`src/rtl/fp_addsub_seq.sv`:
```
// fp_addsub_seq: multi-cycle floating-point adder/subtractor.
// Operands are sign|exponent|fraction words with no subnormal support.
// Specials (NaN, Inf, zero) are resolved at accept time and go straight to DONE.
// Everything else goes through ALIGN -> ADD -> NORM. Rounding truncates toward zero.
module fp_addsub_seq #(
  parameter int EXP_W = 8,
  parameter int MAN_W = 23
) (
  input  logic                   clk,
  input  logic                   rst,
  input  logic                   in_valid,
  output logic                   in_ready,
  input  logic                   op,
  input  logic [EXP_W+MAN_W:0]   a,
  input  logic [EXP_W+MAN_W:0]   b,
  output logic                   out_valid,
  input  logic                   out_ready,
  output logic [EXP_W+MAN_W:0]   result,
  output logic                   overflow,
  output logic                   underflow,
  output logic                   invalid
);

  localparam int W = 1 + EXP_W + MAN_W;
  localparam logic [EXP_W-1:0] EXP_ONES = {EXP_W{1'b1}};
  localparam logic [EXP_W-1:0] EXP_ZERO = {EXP_W{1'b0}};
  localparam logic [W-1:0] QNAN = {1'b0, EXP_ONES, 1'b1, {(MAN_W-1){1'b0}}};

  typedef enum logic [2:0] {S_IDLE, S_ALIGN, S_ADD, S_NORM, S_DONE} state_t;

  state_t               state_q, state_d;
  logic [W-1:0]         a_q, a_d, b_q, b_d;
  logic                 op_q, op_d;
  logic                 big_sign_q, big_sign_d;
  logic                 eff_sub_q, eff_sub_d;
  logic [EXP_W-1:0]     exp_q, exp_d;
  logic [MAN_W:0]       big_sig_q, big_sig_d;
  logic [MAN_W:0]       small_sig_q, small_sig_d;
  logic [MAN_W+1:0]     sum_q, sum_d;
  logic [W-1:0]         result_q, result_d;
  logic                 ovf_q, ovf_d, unf_q, unf_d, inv_q, inv_d;
  logic                 in_ready_q, in_ready_d;
  logic                 out_valid_q, out_valid_d;

  // Field views of the live input operands, used for special-case decode at accept.
  logic                 in_a_sign, in_b_esign;
  logic [EXP_W-1:0]     in_a_exp, in_b_exp;
  logic [MAN_W-1:0]     in_a_frac, in_b_frac;
  logic                 in_a_nan, in_b_nan, in_a_inf, in_b_inf, in_a_zero, in_b_zero;
  logic                 in_special;
  logic [W-1:0]         spec_result;
  logic                 spec_invalid;

  // Field views of the registered operands, used by ALIGN.
  logic                 q_a_sign, q_b_esign;
  logic [EXP_W-1:0]     q_a_exp, q_b_exp, exp_diff;
  logic [MAN_W-1:0]     q_a_frac, q_b_frac;
  logic                 a_is_big;
  logic [MAN_W:0]       small_raw;

  assign in_ready  = in_ready_q;
  assign out_valid = out_valid_q;
  assign result    = result_q;
  assign overflow  = ovf_q;
  assign underflow = unf_q;
  assign invalid   = inv_q;

  // Decode NaN/Inf/zero on the incoming operands and pick the bypass result.
  always_comb begin
    in_a_sign  = a[W-1];
    in_b_esign = b[W-1] ^ op;
    in_a_exp   = a[W-2:MAN_W];
    in_b_exp   = b[W-2:MAN_W];
    in_a_frac  = a[MAN_W-1:0];
    in_b_frac  = b[MAN_W-1:0];
    in_a_nan   = (in_a_exp == EXP_ONES) && (in_a_frac != '0);
    in_b_nan   = (in_b_exp == EXP_ONES) && (in_b_frac != '0);
    in_a_inf   = (in_a_exp == EXP_ONES) && (in_a_frac == '0);
    in_b_inf   = (in_b_exp == EXP_ONES) && (in_b_frac == '0);
    in_a_zero  = (in_a_exp == EXP_ZERO);
    in_b_zero  = (in_b_exp == EXP_ZERO);
    in_special = in_a_nan | in_b_nan | in_a_inf | in_b_inf | in_a_zero | in_b_zero;
    spec_invalid = 1'b0;
    spec_result  = '0;
    if (in_a_nan || in_b_nan || (in_a_inf && in_b_inf && (in_a_sign != in_b_esign))) begin
      spec_result  = QNAN;
      spec_invalid = 1'b1;
    end else if (in_a_inf) begin
      spec_result = a;
    end else if (in_b_inf) begin
      spec_result = {in_b_esign, b[W-2:0]};
    end else if (in_a_zero && in_b_zero) begin
      // Zero exponent means zero regardless of fraction, so the fraction is cleared.
      spec_result = {in_a_sign & in_b_esign, {(W-1){1'b0}}};
    end else if (in_a_zero) begin
      spec_result = {in_b_esign, b[W-2:0]};
    end else begin
      spec_result = a;
    end
  end

  // Pick the larger-magnitude operand and pre-shift the smaller significand.
  always_comb begin
    q_a_sign  = a_q[W-1];
    q_b_esign = b_q[W-1] ^ op_q;
    q_a_exp   = a_q[W-2:MAN_W];
    q_b_exp   = b_q[W-2:MAN_W];
    q_a_frac  = a_q[MAN_W-1:0];
    q_b_frac  = b_q[MAN_W-1:0];
    // Exponent and fraction sit side by side, so one unsigned compare orders magnitudes.
    a_is_big  = (a_q[W-2:0] >= b_q[W-2:0]);
    exp_diff  = a_is_big ? (q_a_exp - q_b_exp) : (q_b_exp - q_a_exp);
    small_raw = a_is_big ? {1'b1, q_b_frac} : {1'b1, q_a_frac};
  end

  // Next-state and datapath computation for the whole operation sequence.
  always_comb begin
    state_d     = state_q;
    a_d         = a_q;
    b_d         = b_q;
    op_d        = op_q;
    big_sign_d  = big_sign_q;
    eff_sub_d   = eff_sub_q;
    exp_d       = exp_q;
    big_sig_d   = big_sig_q;
    small_sig_d = small_sig_q;
    sum_d       = sum_q;
    result_d    = result_q;
    ovf_d       = ovf_q;
    unf_d       = unf_q;
    inv_d       = inv_q;
    case (state_q)
      S_IDLE: begin
        if (in_valid && in_ready_q) begin
          a_d   = a;
          b_d   = b;
          op_d  = op;
          ovf_d = 1'b0;
          unf_d = 1'b0;
          inv_d = 1'b0;
          if (in_special) begin
            result_d = spec_result;
            inv_d    = spec_invalid;
            state_d  = S_DONE;
          end else begin
            state_d = S_ALIGN;
          end
        end
      end
      S_ALIGN: begin
        big_sign_d = a_is_big ? q_a_sign : q_b_esign;
        eff_sub_d  = q_a_sign ^ q_b_esign;
        exp_d      = a_is_big ? q_a_exp : q_b_exp;
        big_sig_d  = a_is_big ? {1'b1, q_a_frac} : {1'b1, q_b_frac};
        // Shifting by the full significand width or more leaves nothing behind.
        if (int'(exp_diff) >= MAN_W + 1)
          small_sig_d = '0;
        else
          small_sig_d = small_raw >> exp_diff;
        state_d = S_ADD;
      end
      S_ADD: begin
        // The larger operand is always the minuend, so the difference is never negative.
        if (eff_sub_q)
          sum_d = {1'b0, big_sig_q} - {1'b0, small_sig_q};
        else
          sum_d = {1'b0, big_sig_q} + {1'b0, small_sig_q};
        state_d = S_NORM;
      end
      S_NORM: begin
        if (sum_q[MAN_W+1]) begin
          // Carry out: one right shift, dropped LSB is the truncation.
          if (exp_q == EXP_ONES - EXP_W'(1)) begin
            result_d = {big_sign_q, EXP_ONES, {MAN_W{1'b0}}};
            ovf_d    = 1'b1;
          end else begin
            result_d = {big_sign_q, exp_q + EXP_W'(1), sum_q[MAN_W:1]};
          end
          state_d = S_DONE;
        end else if (sum_q == '0) begin
          result_d = '0;
          state_d  = S_DONE;
        end else if (sum_q[MAN_W]) begin
          result_d = {big_sign_q, exp_q, sum_q[MAN_W-1:0]};
          state_d  = S_DONE;
        end else if (exp_q <= EXP_W'(1)) begin
          // Another left shift would drop the exponent to zero, which encodes zero.
          result_d = {big_sign_q, {(W-1){1'b0}}};
          unf_d    = 1'b1;
          state_d  = S_DONE;
        end else begin
          sum_d = {sum_q[MAN_W:0], 1'b0};
          exp_d = exp_q - EXP_W'(1);
        end
      end
      S_DONE: begin
        if (out_ready) state_d = S_IDLE;
      end
      default: state_d = S_IDLE;
    endcase
    in_ready_d  = (state_d == S_IDLE);
    out_valid_d = (state_d == S_DONE);
  end

  // State and output registers; reset discards any operation in flight.
  always_ff @(posedge clk or posedge rst) begin
    if (rst) begin
      state_q     <= S_IDLE;
      a_q         <= '0;
      b_q         <= '0;
      op_q        <= 1'b0;
      big_sign_q  <= 1'b0;
      eff_sub_q   <= 1'b0;
      exp_q       <= '0;
      big_sig_q   <= '0;
      small_sig_q <= '0;
      sum_q       <= '0;
      result_q    <= '0;
      ovf_q       <= 1'b0;
      unf_q       <= 1'b0;
      inv_q       <= 1'b0;
      in_ready_q  <= 1'b1;
      out_valid_q <= 1'b0;
    end else begin
      state_q     <= state_d;
      a_q         <= a_d;
      b_q         <= b_d;
      op_q        <= op_d;
      big_sign_q  <= big_sign_d;
      eff_sub_q   <= eff_sub_d;
      exp_q       <= exp_d;
      big_sig_q   <= big_sig_d;
      small_sig_q <= small_sig_d;
      sum_q       <= sum_d;
      result_q    <= result_d;
      ovf_q       <= ovf_d;
      unf_q       <= unf_d;
      inv_q       <= inv_d;
      in_ready_q  <= in_ready_d;
      out_valid_q <= out_valid_d;
    end
  end

endmodule

```
`config.mk`:
```
export PLATFORM = sky130hd
export DESIGN_NAME = fp_addsub_seq
export DESIGN_NICKNAME = d
export VERILOG_FILES = /design/src/rtl/fp_addsub_seq.sv
export SDC_FILE = /design/constraint.sdc
export NUM_CORES = 1
export LEC_CHECK = 0
export BUFFER_PORTS_ARGS = -buffer_cell sky130_fd_sc_hd__buf_4
export CELL_PAD_IN_SITES_DETAIL_PLACEMENT = 0
export CELL_PAD_IN_SITES_GLOBAL_PLACEMENT = 1
export CORE_MARGIN = 3
export CORE_UTILIZATION = 42
export DETAILED_ROUTE_END_ITERATION = 8
export HOLD_SLACK_MARGIN = 0.02
export PLACE_DENSITY = 0.77
export SETUP_SLACK_MARGIN = 0.4
export SYNTH_ARGS = -nofsm -noshare
export SYNTH_HDL_FRONTEND = slang
export SYNTH_SLANG_ARGS = --single-unit
```
`constraint.sdc`:
```
create_clock -name clk -period 5.3 [get_ports clk]
set_clock_uncertainty 0.05 [all_clocks]
set_input_delay 0.265 -clock clk [delete_from_list [all_inputs] [get_ports clk]]
set_output_delay 0.265 -clock clk [all_outputs]
set_load 0.01 [all_outputs]
```
Word level (Yosys, flattened, before mapping)
Cells that the tools add are included.

cells by class
  bitwise gates (word level) = 9
  reductions and logical operators = 29
  $add $sub $neg = 6
  shifts and indexed selects = 1
  div/mod/pow operators = 0
  $lt $le $gt $ge = 3
  eq/ne operators = 19
  multiplexer cells = 49
  multiply operators = 0

operators by type and width
  operator            number
  $mux 32             11
  $mux 24             4
  $pmux 32 s2         1
  $mux 25             2
  $pmux 25 s2         1
  $mux 8              6
  $logic_not 23->1    2
  $mux 23             2
  $reduce_bool 23->1  2
  $ge 31x31->1        1
  $mux 31             1
  $add 24x24->25      1
  $logic_not 25->1    1
  $sub 24x24->25      1
  $eq 8x8->1 const B  3
  $shr 24x8->24       1
  $mux 3              7
  $ne 2x2->1 const B  9
  $logic_not 8->1     2
  $pmux 8 s2          1
  $sub 8x8->8         2
  $pmux 3 s5          1
  $mux 1              10
  $reduce_and 5->1    2
  21 further kinds    42

word-level totals
  output and inout bits = 37
  word-level logic and storage cells = 134
  latch bits = 0
  bits in read-only memories = 0
  RAM bits = 0
  memories = 0
  bits of input ports = 69
  register bits = 188

Logic depth before layout (Yosys ltp)
  depth in word-level cells = 11
  gate-level depth with buffers = 17
  gate-level depth less buffers = 17

Worst setup path after synthesis
OpenSTA, ideal clock, no wires.

  kind = register to register
  from = register eff_sub_q
  to = register sum_q[23]
  setup time = 0.082 ns
  period minus slack after synthesis = 3.933 ns
  data required time = 5.168 ns
  path slack = 1.367 ns
  arrival time = 3.801 ns
  buffers on the path = 2
  stages on the path, launching flop included = 15
  cell sequence = dfrtp_1 > clkbuf_1 > clkbuf_1 > mux2i_1 > ha_1 > nor2b_1 > o21ai_0 > a21boi_0 > o41a_1 > a211o_1 > a2111o_1 > a21oi_1 > o21ai_0 > or4b_1 > a31oi_1

on the way
  word-level cells in the longest chain between the ends = 2

RTL lines
  item                    RTL line  text
  start, declared         35        logic eff_sub_q, eff_sub_d;
  start signal, assigned  230       eff_sub_q <= eff_sub_d;
  $mux 25                 164       if (eff_sub_q)
  $pmux 25 s2             132       case (state_q)
  end signal, assigned    234       sum_q <= sum_d;
  end, declared           39        logic [MAN_W+1:0] sum_q, sum_d;

Every way passes these cells.
A chain may end at the register's enable or synchronous reset.

Worst setup path in the final report
  from = register small_sig_q[5]
  to = register sum_q[23]

on the way
  word-level cells in the longest chain between the ends = 3
  elaborated cells between the ends (all ways) = 4
  classes of those cells = add/sub (2); mux (2)

RTL lines
  item                                              RTL line  text
  start, declared                                   38        logic [MAN_W:0] small_sig_q, small_sig_d;
  start signal, assigned                            233       small_sig_q <= small_sig_d;
  $add 24x24->25 or $sub 24x24->25 (tied branches)  167, 165
  $mux 25 *                                         164
  $pmux 25 s2 *                                     132

Every way passes the cells marked *; elsewhere a longest branch is shown, timed or not.

==> qor.csv <==
metric;value;unit
cts_resized;0;
slew_headroom;31.4;%
routed_wl;45100;um
place_area;14200;um^2
synth_flop_cell;dfrtp_1;
place_ws;856;ps
core.rowCount;64;
setup_ws;753;ps
die_width;183;um
vias_per_cell;6.05;
htreeDepth;4;
synth.avg_cell_area;8.56;um^2
busiest_layer;met2;
met3_usage;3.43;%
ys_types;77;
fin_crit;4550;ps
worst_pin_slew;1030;ps
clkTransAtPathRegs;80;ps
start_util;42.8;%
ctsLongestPathBuffers;2;
met2_usage;42.8;%
core;30700;um^2
fp.dieH;183;um
post-place-cells;1961;
worstHoldPathType;input port to register;
routed-via-count;12400;
crit_fanout;7;
fmax;0.220;GHz
antenna_cells;0;
finalNonFillerCells;2050;
status;complete, no violations;
route.detailed.drc;0;
post_cts_buffers;0;
grtUsageTotal;27.2;%
clk_latency;450;ps
ff2ff_setup_slack;750;ps
area_growth;17.4;%
syn_nets;1672;
clock-root-buffer;clkbuf_16;
fin_tns_setup;0;ps
grt_max_degree;151;
grt_pass1_vias;12000;
endpoint_kind;register;
cts_sinks;188;
gp_congestion;0.932;
hold_buffers;57;
portBuffers;105;
required;5610;ps
grt_pass1_wl;70300;um
cp_data_arrival_time;4860;ps
antenna_found_initial;0;
syn_inst;1531;
fin_nets;1782;
synth_edf_count;0;
drtAntennaViolNets;0;
use_met1;36.8;%
critPathKind;register to register;
io_pins;106;
dp_hpwl;34000;um
async_reset_ff_share;100;%
setup_viol;0;
rsz0062_at_grt;no;
dieArea;33400;um^2
yosysSeqAreaShare;35.9;%
numCtsBuffers;17;
fillers;2920;
ys_ff_latch;188;
drive_gt1_share;13.7;%
post-route-cell-area;15400;um^2
routedWlPerCell;22.0;um
tritoncts;yes;
cap_violations;0;
hold_viol_final;0;
cp-start-kind;register;
syn_area;13100;um^2
firstDrtPassIters;6;
grt_overflow;0;
yosysWarningCount;0;
fin_crit_sh;85.8;%
slew_violations;0;
detail_route.iter0.violations;1420;
-- worst max-delay path: stages (launching register included) --
cell and delay, ps:
dfrtp_1 470, or4_1 610, nor4b_1 810, nand2_1 100, nor2_1 250, nor2_1 90, xnor2_1 140, ha_1 360
nor2b_1 160, o21ai_0 140, o211ai_1 110, a21oi_1 310, o21ai_0 230, or4b_1 500, a31oi_1 130
-- through the flow --
stage | hold WS, ps | util, %
floorplan | 320 | -
global placement | 409 | 46.4
detailed placement | 412 | 46.4
finish | 29.2 | 50.2
CTS | 22.7 | 50.2
global route | 38.0 | 50.2
-- logic make-up (layout without fill, tap and decap cells) --
kind of cell,after synthesis,in the layout,share of synthesized area [%]
simple gates,559,559,19.2
compound gates,449,449,22.7
flops,188,188,35.9
buf+inv,155,278,4.75
fa+ha+maj,72,72,7.04
mux,64,64,7.22
xor+xnor,44,44,3.14
-- worst paths after layout --
check / from / end / cells past startpoint
worst max register to register: small_sig_q[5] / sum_q[23] / 14
worst min-delay path: b[27] / b_q[27] / 3
worst min register to register: big_sig_q[23] / big_sig_q[23] / 1
min in group asynchronous: rst / big_sig_q[2] / 3
worst max-delay path: small_sig_q[5] / sum_q[23] / 14
max in group asynchronous: rst / b_q[9] / 4
-- metal layers --
layer,up-vias,part of all wire (%)
met5,-,0
met2,496,46
li1,5808,-
met3,86,6.1
met4,0,5.5
met1,6012,43
-- flip-flops by register name (all words and copies together) (netlist names) --
| name | cells |
|---|---|
| small_sig_q | 24 |
| b_q | 32 |
| big_sig_q | 24 |
| in_ready | 1 |
| result | 32 |
| out_valid | 1 |
| eff_sub_q | 1 |
| invalid | 1 |
| state_q | 3 |
| sum_q | 25 |
| underflow | 1 |
| big_sign_q | 1 |
| a_q | 32 |
| op_q | 1 |
| overflow | 1 |
| exp_q | 8 |
-- cell usage in the layout, fill, tap and decap left out, types with 8 or more instances in the layout --
cell and count:
a21oi_1 95, or3_1 9, dfrtp_1 187, a211o_1 12, o21a_1 8, buf_4 124
a22oi_1 12, and3_1 15, nor2_1 125, o211ai_1 15, mux2_2 25, a22o_1 15
nand4_1 18, nor2b_1 8, xnor2_1 34, dlygate4sd3_1 57, a221oi_1 13, a31oi_1 10
a21o_1 16, nand2b_1 11, and2_1 13, a211oi_1 8, ha_1 69, inv_1 63
nand2_1 259, nor3_1 22, mux2i_1 17, nor4_1 24, o22ai_1 8, nand3_1 25
o21ai_0 143, mux4_2 21, a222oi_1 29, clkbuf_16 17
-- final cells by class --
cell class	count	area, um^2	area share (%)
Clock buffer	19	443	2.88
Clock inverter	13	144	0.935
Inverter	64	244	1.59
Multi-Input combinational cell	1188	7840	50.9
Sequential cell	188	4710	30.6
Tap cell	396	495	3.22
Timing Repair Buffer	182	1520	9.89
-- cells in the mapped netlist (all sizes together) (9+ instances only) --
master	n	share of area, %
a211o	12	0.80
a21o	16	0.92
a21oi	97	3.7
a221oi	13	0.87
a222oi	29	2.2
a22o	15	1.0
a22oi	12	0.69
a31oi	10	0.48
and2	13	0.62
and3	15	0.72
buf	23	0.97
clkbuf	68	1.9
dfrtp	187	36
ha	69	6.6
inv	64	1.8
mux2	25	2.1
mux2i	18	1.5
mux4	21	3.6
nand2	261	7.5
nand2b	12	0.57
nand3	25	0.95
nand4	18	0.86
nor2	127	3.7
nor3	23	0.88
nor4	24	1.1
o211ai	16	0.95
o21ai	143	5.5
or3	9	0.43
xnor2	35	2.4
xor2	9	0.74
Power is not shown: default switching activity piles up to over one toggle a cycle in this logic, so the estimate is an artifact.
